**config.mk**
```make
export PLATFORM = sky130hd
export DESIGN_NAME = mmio_bus_arbiter
export DESIGN_NICKNAME = d
export VERILOG_FILES = /design/src/rtl/mmio_arb_pkg.sv /design/src/rtl/rr_grant_picker.sv /design/src/rtl/mmio_bus_arbiter.sv
export SDC_FILE = /design/constraint.sdc
export NUM_CORES = 1
export LEC_CHECK = 0
export ABC_AREA = 1
export ABC_CLOCK_PERIOD_IN_PS = 1600
export BUFFER_PORTS_ARGS = -buffer_cell sky130_fd_sc_hd__buf_2
export CAP_MARGIN = 10
export CORE_UTILIZATION = 44
export CTS_BUF_LIST = sky130_fd_sc_hd__clkbuf_8
export DETAILED_ROUTE_END_ITERATION = 16
export GPL_ROUTABILITY_DRIVEN = 0
export HOLD_SLACK_MARGIN = 0.03
export PLACE_DENSITY = 0.78
export SYNTH_ARGS = -nofsm -noshare
export SYNTH_HDL_FRONTEND = slang
export SYNTH_HIERARCHICAL = 1
export SYNTH_SLANG_ARGS = --single-unit
```
**constraint.sdc**
```tcl
create_clock -name clk -period 1.6 [get_ports clk]
set_input_delay 0.48 -clock clk [delete_from_list [all_inputs] [get_ports clk]]
set_output_delay 0.48 -clock clk [all_outputs]
set_load 0.02 [all_outputs]
```
**src/rtl/mmio_arb_pkg.sv**
```systemverilog
// Shared types and bus widths for the FPro MMIO bus arbiter.
package mmio_arb_pkg;

  typedef enum logic [1:0] {IDLE, BUS, RESP} arb_state_t;

  localparam int MMIO_ADDR_W = 21;
  localparam int MMIO_DATA_W = 32;

endpackage

```
**src/rtl/rr_grant_picker.sv**
```systemverilog
// Combinational one-hot grant from the request vector and round-robin pointer.
// With MMIO_ARB_FIXED_PRIO_EN defined it reduces to a lowest-index priority encoder.
module rr_grant_picker #(
  parameter int N_REQ = 2,
  parameter int PTR_W = 1
) (
  input  logic [N_REQ-1:0] req,
  input  logic [PTR_W-1:0] ptr,
  output logic [N_REQ-1:0] gnt
);

`ifdef MMIO_ARB_FIXED_PRIO_EN
  logic unused_ptr;
  assign unused_ptr = ^ptr;

  always_comb begin
    gnt = '0;
    for (int i = N_REQ - 1; i >= 0; i--) begin
      if (req[i]) begin
        gnt    = '0;
        gnt[i] = 1'b1;
      end
    end
  end
`else
  // Scan from the pointer upward, wrapping; first asserted request wins.
  always_comb begin
    logic             found;
    logic [PTR_W-1:0] idx;
    gnt   = '0;
    found = 1'b0;
    idx   = '0;
    for (int k = 0; k < N_REQ; k++) begin
      idx = PTR_W'((int'(ptr) + k) % N_REQ);
      if (!found && req[idx]) begin
        gnt[idx] = 1'b1;
        found    = 1'b1;
      end
    end
  end
`endif

endmodule

```
**src/rtl/mmio_bus_arbiter.sv**
```systemverilog
// Serializes N_REQ requesters onto the single FPro MMIO bus with a one-cycle ack.
// Define MMIO_ARB_FIXED_PRIO_EN for fixed lowest-index priority instead of round-robin.
//
// state | meaning
// IDLE  | waiting for a request; grant and latch winner's transaction
// BUS   | strobes asserted for one cycle; read data captured at closing edge
// RESP  | one-cycle ack to the latched requester; advance rr pointer
module mmio_bus_arbiter
  import mmio_arb_pkg::*;
#(
  parameter int N_REQ  = 2,
  parameter int ADDR_W = MMIO_ADDR_W,
  parameter int DATA_W = MMIO_DATA_W
) (
  input  logic                    clk,
  input  logic                    reset,
  input  logic [N_REQ-1:0]        req,
  input  logic [N_REQ-1:0]        req_wr,
  input  logic [N_REQ*ADDR_W-1:0] req_addr,
  input  logic [N_REQ*DATA_W-1:0] req_wr_data,
  output logic [N_REQ-1:0]        ack,
  output logic [DATA_W-1:0]       ack_rd_data,
  output logic                    arb_busy,
  output logic                    mmio_cs,
  output logic                    mmio_wr,
  output logic                    mmio_rd,
  output logic [ADDR_W-1:0]       mmio_addr,
  output logic [DATA_W-1:0]       mmio_wr_data,
  input  logic [DATA_W-1:0]       mmio_rd_data
);

  localparam int PTR_W = $clog2(N_REQ);

  arb_state_t        state_q, state_d;
  logic              load;
  logic [N_REQ-1:0]  gnt;
  logic [PTR_W-1:0]  ptr;
  logic [PTR_W-1:0]  id_q;
  logic              wr_q;
  logic [PTR_W-1:0]  win_id;
  logic              win_wr;
  logic [ADDR_W-1:0] win_addr;
  logic [DATA_W-1:0] win_data;

  rr_grant_picker #(
    .N_REQ(N_REQ),
    .PTR_W(PTR_W)
  ) u_picker (
    .req(req),
    .ptr(ptr),
    .gnt(gnt)
  );

  always_comb begin
    win_id   = '0;
    win_wr   = 1'b0;
    win_addr = '0;
    win_data = '0;
    for (int i = 0; i < N_REQ; i++) begin
      if (gnt[i]) begin
        win_id   = PTR_W'(i);
        win_wr   = req_wr[i];
        win_addr = req_addr[i*ADDR_W +: ADDR_W];
        win_data = req_wr_data[i*DATA_W +: DATA_W];
      end
    end
  end

  always_comb begin
    state_d = state_q;
    load    = 1'b0;
    case (state_q)
      IDLE: begin
        if (|req) begin
          state_d = BUS;
          load    = 1'b1;
        end
      end
      BUS:     state_d = RESP;
      RESP:    state_d = IDLE;
      default: state_d = IDLE;
    endcase
  end

  // mmio_addr/mmio_wr_data are the transaction registers themselves, so they
  // hold the last granted values outside BUS.
  always_ff @(posedge clk) begin
    if (reset) begin
      state_q      <= IDLE;
      wr_q         <= 1'b0;
      id_q         <= '0;
      mmio_addr    <= '0;
      mmio_wr_data <= '0;
      ack_rd_data  <= '0;
    end else begin
      state_q <= state_d;
      if (load) begin
        wr_q         <= win_wr;
        id_q         <= win_id;
        mmio_addr    <= win_addr;
        mmio_wr_data <= win_data;
      end
      if (state_q == BUS && !wr_q) ack_rd_data <= mmio_rd_data;
    end
  end

`ifdef MMIO_ARB_FIXED_PRIO_EN
  assign ptr = '0;
`else
  always_ff @(posedge clk) begin
    if (reset) begin
      ptr <= '0;
    end else if (state_q == RESP) begin
      ptr <= (int'(id_q) == N_REQ - 1) ? '0 : id_q + 1'b1;
    end
  end
`endif

  assign arb_busy = (state_q != IDLE);
  assign mmio_cs  = (state_q == BUS);
  assign mmio_wr  = mmio_cs & wr_q;
  assign mmio_rd  = mmio_cs & ~wr_q;

  always_comb begin
    ack = '0;
    if (state_q == RESP) ack[id_q] = 1'b1;
  end

endmodule

```
---- Yosys cells after proc, flatten, opt, wreduce, memory -nomap -nowiden ----
Cells that the tools add are included.
word-level totals
  register bits ........................... 90
  bits of input ports ..................... 144
  output and inout bits ................... 91
  word-level logic and storage cells ...... 58
cells by class
  $add $sub $neg .......................... 2
  magnitude comparators ................... 6
  eq/ne operators ......................... 3
  muxes and demuxes ....................... 26
  bitwise logic cells ..................... 4
  reductions and logical operators ........ 10
operators with widths
  cell                                                                           number
  32-bit two-way mux                                                             2
  21-bit two-way mux                                                             2
  1-bit two-way mux                                                              14
  2-bit two-way mux                                                              4
  1-bit by 2-bit less-than comparator with 1-bit output (second input constant)  3
  1-bit logical AND                                                              5
  2-bit case mux with 2 select lines                                             1
  1-bit demux with 1-bit select                                                  3
  1-bit greater-or-equal comparator (second input constant)                      3
  1-bit adder (second input constant)                                            2
  1-bit bitwise AND                                                              2
  2-bit by 1-bit == test with 1-bit output (second input constant)               1
  2-bit == test (second input constant)                                          1
  1-bit zero test                                                                2
  2-bit zero test                                                                1
  2-bit != test (second input constant)                                          1
  2-bit bitwise OR                                                               1
  2-bit nonzero test                                                             1
  2-bit OR reduction                                                             1
  1-bit NOT                                                                      1

---- Logic depth before layout (Yosys ltp) ----
Gate-level depths: netlist of run 1.
  depth in word-level cells ............... 9
  gate-level depth with buffers ........... 9
  depth with buffers taken out ............ 7

---- Hierarchy ----
Netlist of run 1, hierarchy kept.
modules (own cells, without submodules)
  module            times used  cells an instance  area each (µm²)  sequential area each (µm²)
  mmio_bus_arbiter  1           753                4,441.8          1,801.7
  rr_grant_picker   1           4                  27.5             0.0

---- Worst setup path before layout of run 1 ----
OpenSTA, ideal clock, no wires.
  path kind ............................... register to output
  start ................................... reg state_q[0]
  end ..................................... out mmio_wr
  arrival time ............................ 1.164 ns
  required time ........................... 1.120 ns
  slack ................................... -0.044 ns
  cell stages (with the launch flop) ...... 5
  path buffers ............................ 0
  cells stage by stage .................... dfxtp_1 > inv_1 > nor2_1 > inv_1 > nor2_1
between the ends
  word-level cells in the longest chain between the ends .. 2
RTL lines
  what                                      RTL line                 source
  start: declaration                        mmio_bus_arbiter.sv:34   arb_state_t state_q, state_d;
  start signal: assignment                  mmio_bus_arbiter.sv:96   state_q <= state_d;
  2-bit by 1-bit == test with 1-bit output  mmio_bus_arbiter.sv:120  assign mmio_cs = (state_q == BUS);
  named net mmio_cs                         mmio_bus_arbiter.sv:24   output logic mmio_cs,
  1-bit bitwise AND                         mmio_bus_arbiter.sv:121  assign mmio_wr = mmio_cs & wr_q;
  end: declaration                          mmio_bus_arbiter.sv:25   output logic mmio_wr,
The timed path passes the listed nets, and every way through them passes these cells.

---- Final worst setup path of run 1 ----
  start ................................... reg state_q[1]
  end ..................................... out mmio_wr
between the ends
  word-level cells in the longest chain between the ends .. 2
RTL lines
  what                                      RTL line
  2-bit by 1-bit == test with 1-bit output  mmio_bus_arbiter.sv:120
  1-bit bitwise AND                         mmio_bus_arbiter.sv:121
No other way between the ends.

==> summary.md, run 1 <==
| Metric | Value |
|---|---|
| Most frequent CP cell | `nor2_4` |
| CTS Buffer Depth | `2` |
| Period Utilization, post-route | `99.7%` |
| Die span in y | `between 100 and 150 um` |
| Final Setup Violations | `0` |
| Startpoint types | `flip-flop` |
| Commonest non-fill, non-tap cell in the layout | `nand2_1` |
| HP Class | `input pin to flip-flop` |
| Slew @ Worst Pin | `approximately 0.41 ns` |
| Multi-input combinational cell area | `about 2100 um^2` |
| Vias in the first global route | `4129` |
| Number of synthesized register bits | `90` |
| Post-route cell area | `approximately 6200 um^2` |
| DRT Wirelength | `11.4 mm` |
| Layout Cells excl Fill | `roughly 1100` |
| DR iter-0 viols | `around 130` |
| Final worst path period need | `between 1.5 and 2 ns` |
| Crit path capture type | `output pin` |
| Via count | `between 4000 and 5000` |
| RSZ-0062 raised after global routing | `true` |
| Post-synth EDFFs | `0` |
| Remaining DRCs | `0` |
| Worst path slowest cell | `dfxtp_4` |
| Grt ovf | `0` |
| Netlist cell types | `18` |
| CTS tree | `built` |
| Antenna-violating nets left | `0` |
| Drt pass-1 iters | `4` |
| Max Clock Skew | `~0.0057 ns` |
| Most frequent cells in the layout | `nand2_1, buf_2, nor2_1, inv_1, dfxtp_1` |
| Synth Cell Area | `between 4000 and 5000 um^2` |
| Synth Instances | `~760` |
| Total number of clock tree sinks | `90` |
| Buf+Inv Stages, Crit Path | `2` |
| CTS Buf Count | `9` |
| Die Wd | `between 100 and 150 um` |
| DP HPWL | `approximately 8.2 mm` |
| Critical path arrival | `between 1 and 1.5 ns` |
| Reg area | `roughly 1800 um^2` |
| First-pass GRT wire length | `about 18 mm` |
| GR Util met2 | `between 30% and 40%` |
| Routing usage on met1 | `about a quarter` |
| Register area share after synthesis | `between 40% and 50%` |
| Inserted Diodes | `0` |
| CORE AREA | `9820 um^2` |
| Post-layout util | `62.7%` |
| Slew headroom | `roughly 73%` |
| Worst-Skew Late Latency | `between 0.3 and 0.4 ns` |
| CP Cell Sequence | `nor2_4 -> inv_2 -> nor2_4 -> buf_6` |
| CP Max Fanout | `5` |
| Fmax | `around 0.63 GHz` |
| CTS root buf | `clkbuf_8` |
| Top delay family on crit path | `flip-flops` |
| Total Routing Usage GR | `21.5%` |
| Warnings, synthesis | `6` |
| Nets | `~1100` |
| Largest net degree at the start of global routing | `48` |
| DR WL/cell | `~10 um` |
| Synth Flop Type | `dfxtp_1` |
| Layout cells sized above 1 | `29.2%` |
| Power per cell area | `slightly above 1000 nW/um^2` |
| # rows | `36` |
| Die area | `~11000 um^2` |
| Grt met3 use | `about 6.7%` |
| Leakage | `~3.7 nW` |
| Initial core utilization | `between 40% and 50%` |
| Max Cap Violations | `0` |
| I/O pin cnt | `about 240` |
| Slew Limit Fails | `0` |
| Setup CP Type | `flip-flop to output pin` |
| Initial antenna violation count | `0` |
| Required @ worst endpoint | `around 1.1 ns` |
| Final Hold Fails | `0` |
| GRT Max-Usage Layer | `met2` |
| Filler cell count | `975` |
| Clk slew on worst S/H paths | `~0.09 ns` |
| Setup_tns | `0 ns` |
| Synth Area per Inst | `5.90 um^2` |
| Power Total | `around 6.4 mW` |
| Placed inst area | `5790 um^2` |
| Worst path max stage delay | `~0.38 ns` |
| Outcome | `complete, no violations` |
| Area grow syn2layout | `37.7%` |
| Async set or reset register ratio after synthesis | `0%` |
| VDD IR-drop max | `around 0.4 mV` |
| H-tree Lvls | `3` |
| Via/cell ratio | `around 4.4` |
| Mapped Nets | `roughly 900` |
| Dpl cells | `approximately 1100` |
| IO buf count | `around 230` |
==> cell usage after synthesis (2+ instances only) <==
library cell	count	area, um^2
clkbuf_1	11	41.3
nand2_1	283	1060
buf_2	23	115
nand3_1	56	280
inv_1	96	360
dfxtp_1	90	1800
nor2_1	179	672
buf_1	2	7.51
a21oi_1	2	10.0
buf_4	7	52.6
==> cells by family (layout without fill, tap and decap cells) <==
kind of cell    after synthesis  count (layout)  synth area share [%]
buf+inv                     142             366                  13.3
compound gates                4               4                 0.672
flops                        90              90                  40.3
simple gates                521             521                  45.7
==> layout make-up <==
cell class	instances	area share, %
multi-input cells	525	34.4
flip-flops and latches	90	29.4
repair buffers	252	23.2
inverters	98	6.02
well taps	133	2.70
clock inverters	7	2.30
clock buffers	9	2.01
==> worst paths after layout <==
| path | from | to | slack, ns | cells after the start |
|---|---|---|---|---|
| min | reset | state_q[1] | 0.33 | 2 |
| max reg2reg | ptr | mmio_wr_data[19] | 0.18 | 7 |
| min reg2reg | ack_rd_data[28] | ack_rd_data[28] | 0.51 | 4 |
| max | state_q[1] | mmio_wr | 0.005 | 4 |
==> metal layers <==
| metal | vias to the layer above | part of all wire, % |
|---|---|---|
| li1 | 2642 | - |
| met1 | 2014 | 43 |
| met2 | 178 | 45 |
| met3 | 21 | 9.0 |
| met4 | 0 | 2.6 |
| met5 | - | 0 |
==> worst reg2reg max path, delay by kind of cell (launching register included) <==
| family | cells | cell delay, ns |
|---|---|---|
| compound gates | 1 | 0.16 |
| simple gates | 4 | 0.36 |
| flops | 1 | 0.42 |
| buf+inv | 2 | 0.44 |
==> state kept, by name, indices dropped and copies added (netlist names) <==
| register | cells |
|---|---|
| wr_q | 1 |
| id_q | 1 |
| mmio_wr_data | 32 |
| ptr | 1 |
| mmio_addr | 21 |
| ack_rd_data | 32 |
| state_q | 2 |
==> per-stage QoR <==
step           hold slack [ns]  setup slack (ns)
2_1_floorplan            0.474            0.0676
3_3_place_gp             0.491            0.0387
3_5_place_dp             0.492            0.0206
4_1_cts                  0.306           -0.0943
5_1_grt                  0.329           -0.0818
6_report                 0.329           0.00489
==> power by group <==
group	leakage [nW]	total [mW]	internal (mW)	switching (mW)
logic	2.81	1.78	0.681	1.10
registers	0.745	2.59	2.48	0.114
clock network	0.129	2.00	1.19	0.809
==> timing repair <==
action | CTS | global route
hold endpoints to repair | 0 | 0
setup buffers | 5 | 0
hold buffers | 0 | 0
resized for setup | 18 | 9
pin swaps | 3 | 4
setup endpoints to repair | 6 | 6
No activity file was read; power rests on OpenSTA's default activity.
==> run 2: changes to the inputs <==
--- a/config.mk
+++ b/config.mk
@@ -14,6 +14,7 @@
 export DETAILED_ROUTE_END_ITERATION = 16
 export GPL_ROUTABILITY_DRIVEN = 0
 export HOLD_SLACK_MARGIN = 0.03
+export MAX_ROUTING_LAYER = met4
 export PLACE_DENSITY = 0.78
 export SYNTH_ARGS = -nofsm -noshare
 export SYNTH_HDL_FRONTEND = slang
==> run 2 against run 1 <==
  * Sequential cell count stayed put
  * Critical endpoint unchanged
  * Via count decreased by 0.25%
  * Cell area unchanged
  * Highest routed layer unchanged
  * Non-clock buffer count stayed put
  * Largest power group unchanged
  * Clock power about the same
  * First-iteration DRC count decreased by 6.8%
  * Global-route usage up 0.68 points
  * Worst hold slack hardly changed
  * Register-to-register slack is essentially flat
  * Clock-buffer cell count did not move
  * Setup slack got worse by 0.0013 ns
==> summary.md, run 2 (synthesis results as in run 1) <==
| Metric | Value |
|---|---|
| CTS Buffer Depth | `2` |
| CORE AREA | `9820 um^2` |
| Fmax | `about 0.63 GHz` |
| Via count | `4843` |
| Commonest non-fill, non-tap cell in the layout | `nand2_1` |
| Nets | `1120` |
| Required @ worst endpoint | `1.12 ns` |
| Setup CP Type | `flip-flop to output pin` |
| Post-layout util | `62.7%` |
| H-tree Lvls | `3` |
| Slew headroom | `72.7%` |
| Buf+Inv Stages, Crit Path | `3` |
| DRT Wirelength | `roughly 11 mm` |
| CTS tree | `built` |
| Die span in y | `between 100 and 150 um` |
| Final Hold Fails | `0` |
| DP HPWL | `between 8 and 9 mm` |
| Worst path slowest cell | `dfxtp_4` |
| Max Cap Violations | `0` |
| Vias in the first global route | `4124` |
| Die area | `about 11000 um^2` |
| Grt ovf | `0` |
| CTS Buf Count | `9` |
| Reg area | `approximately 1800 um^2` |
| Slew @ Worst Pin | `0.409 ns` |
| Total number of clock tree sinks | `90` |
| Final Setup Violations | `0` |
| Worst slack at placement | `slightly above 0.02 ns` |
| CP Cell Sequence | `inv_4 -> nor2_4 -> inv_2 -> nor2_4 -> buf_6` |
| Die Wd | `a little over 100 um` |
| Worst-Skew Late Latency | `0.35 ns` |
| I/O pin cnt | `235` |
| Setup ws final | `between 0.003 and 0.004 ns` |
| CTS root buf | `clkbuf_8` |
| Drt pass-1 iters | `4` |
| HP Class | `input pin to flip-flop` |
| DR WL/cell | `10.3 um` |
| First-pass GRT wire length | `roughly 18 mm` |
| Area grow syn2layout | `37.7%` |
| Max Clock Skew | `0.00524 ns` |
| Worst path max stage delay | `between 0.3 and 0.4 ns` |
| Initial core utilization | `roughly 46%` |
| Period Utilization, post-route | `roughly 100%` |
| Total Routing Usage GR | `~22%` |
| CP Max Fanout | `3` |
| IO buf count | `~230` |
| Multi-input combinational cell area | `approximately 2100 um^2` |
| Antenna-violating nets left | `0` |
| Slew Limit Fails | `0` |
| Most frequent cells in the layout | `nand2_1, buf_2, nor2_1, inv_1, dfxtp_1` |
| Power per cell area | `1040 nW/um^2` |
| Most frequent CP cell | `nor2_4` |
| Layout cells sized above 1 | `29.2%` |
| Hold_buf cts | `0` |
| Largest net degree at the start of global routing | `48` |
| RSZ-0062 raised after global routing | `true` |
| DR iter-0 viols | `~120` |
| Clk slew on worst S/H paths | `roughly 0.09 ns` |
| Outcome | `complete, no violations` |
| Filler cell count | `just under 1000` |
| Top delay family on crit path | `flip-flops` |
| Critical path arrival | `between 1 and 1.5 ns` |
| Final worst path period need | `approximately 1.6 ns` |
| Via/cell ratio | `~4.3` |
| Remaining DRCs | `0` |
| Initial antenna violation count | `0` |
| Leakage | `between 3 and 4 nW` |
| Crit path capture type | `output pin` |
| Inserted Diodes | `0` |
| Top Registers | `ack_rd_data x32, mmio_wr_data x32, mmio_addr x21` |
| # rows | `36` |
| VDD IR-drop max | `around 0.4 mV` |
| Startpoint types | `flip-flop` |
-- run 2: metrics by stage --
stage	cells	area (um^2)	TNS (ns)	hold WS [ns]	total power [mW]
after floorplan	757	4470	0	0.474	3.79
after global placement	1093	5790	0	0.491	4.38
after detailed placement	1093	5790	0	0.492	4.39
after CTS	1114	6130	-0.130	0.306	6.44
after global routing	1114	6160	-0.280	0.327	6.82
final	1114	6160	0	0.328	6.39
-- run 2: power by group --
part | total (mW) | internal [mW] | switching, mW
sequential | 2.59 | 2.48 | 0.114
combinational | 1.78 | 0.681 | 1.10
clock | 2.01 | 1.20 | 0.814
total | 6.39 | 4.36 | 2.03
-- run 2: timing repair --
action / CTS / global route
gates resized for setup: 18 / 9
setup endpoints to repair: 6 / 6
endpoints found under the hold margin: 0 / 0
pin swaps: 3 / 4
setup buffers: 5 / 0
-- run 2: per-layer routing --
| metal | GRT usage, % | vias up | wire length (um) |
|---|---|---|---|
| met2 | 36.7 | 173 | 5160 |
| met1 | 25.3 | 2009 | 5040 |
| li1 | - | 2640 | - |
| met4 | 9.97 | 0 | 294 |
| met3 | 5.69 | 21 | 940 |
| met5 | - | - | 0 |
-- run 2: layout make-up --
type / count / share of cell area (%)
clock buffer: 9 / 2.01
clock inverter: 7 / 2.30
inverter: 98 / 6.02
multi-input combinational: 525 / 34.4
sequential: 90 / 29.4
tap: 133 / 2.70
timing repair buffer: 252 / 23.2
-- run 2: final timing paths --
path	from	to	slack (ns)	cells after the start
setup / recovery	state_q[0]	mmio_wr	0.004	5
hold / removal	reset	state_q[1]	0.33	2
setup reg to reg	ptr	mmio_wr_data[19]	0.18	7
hold reg to reg	ack_rd_data[28]	ack_rd_data[28]	0.51	4
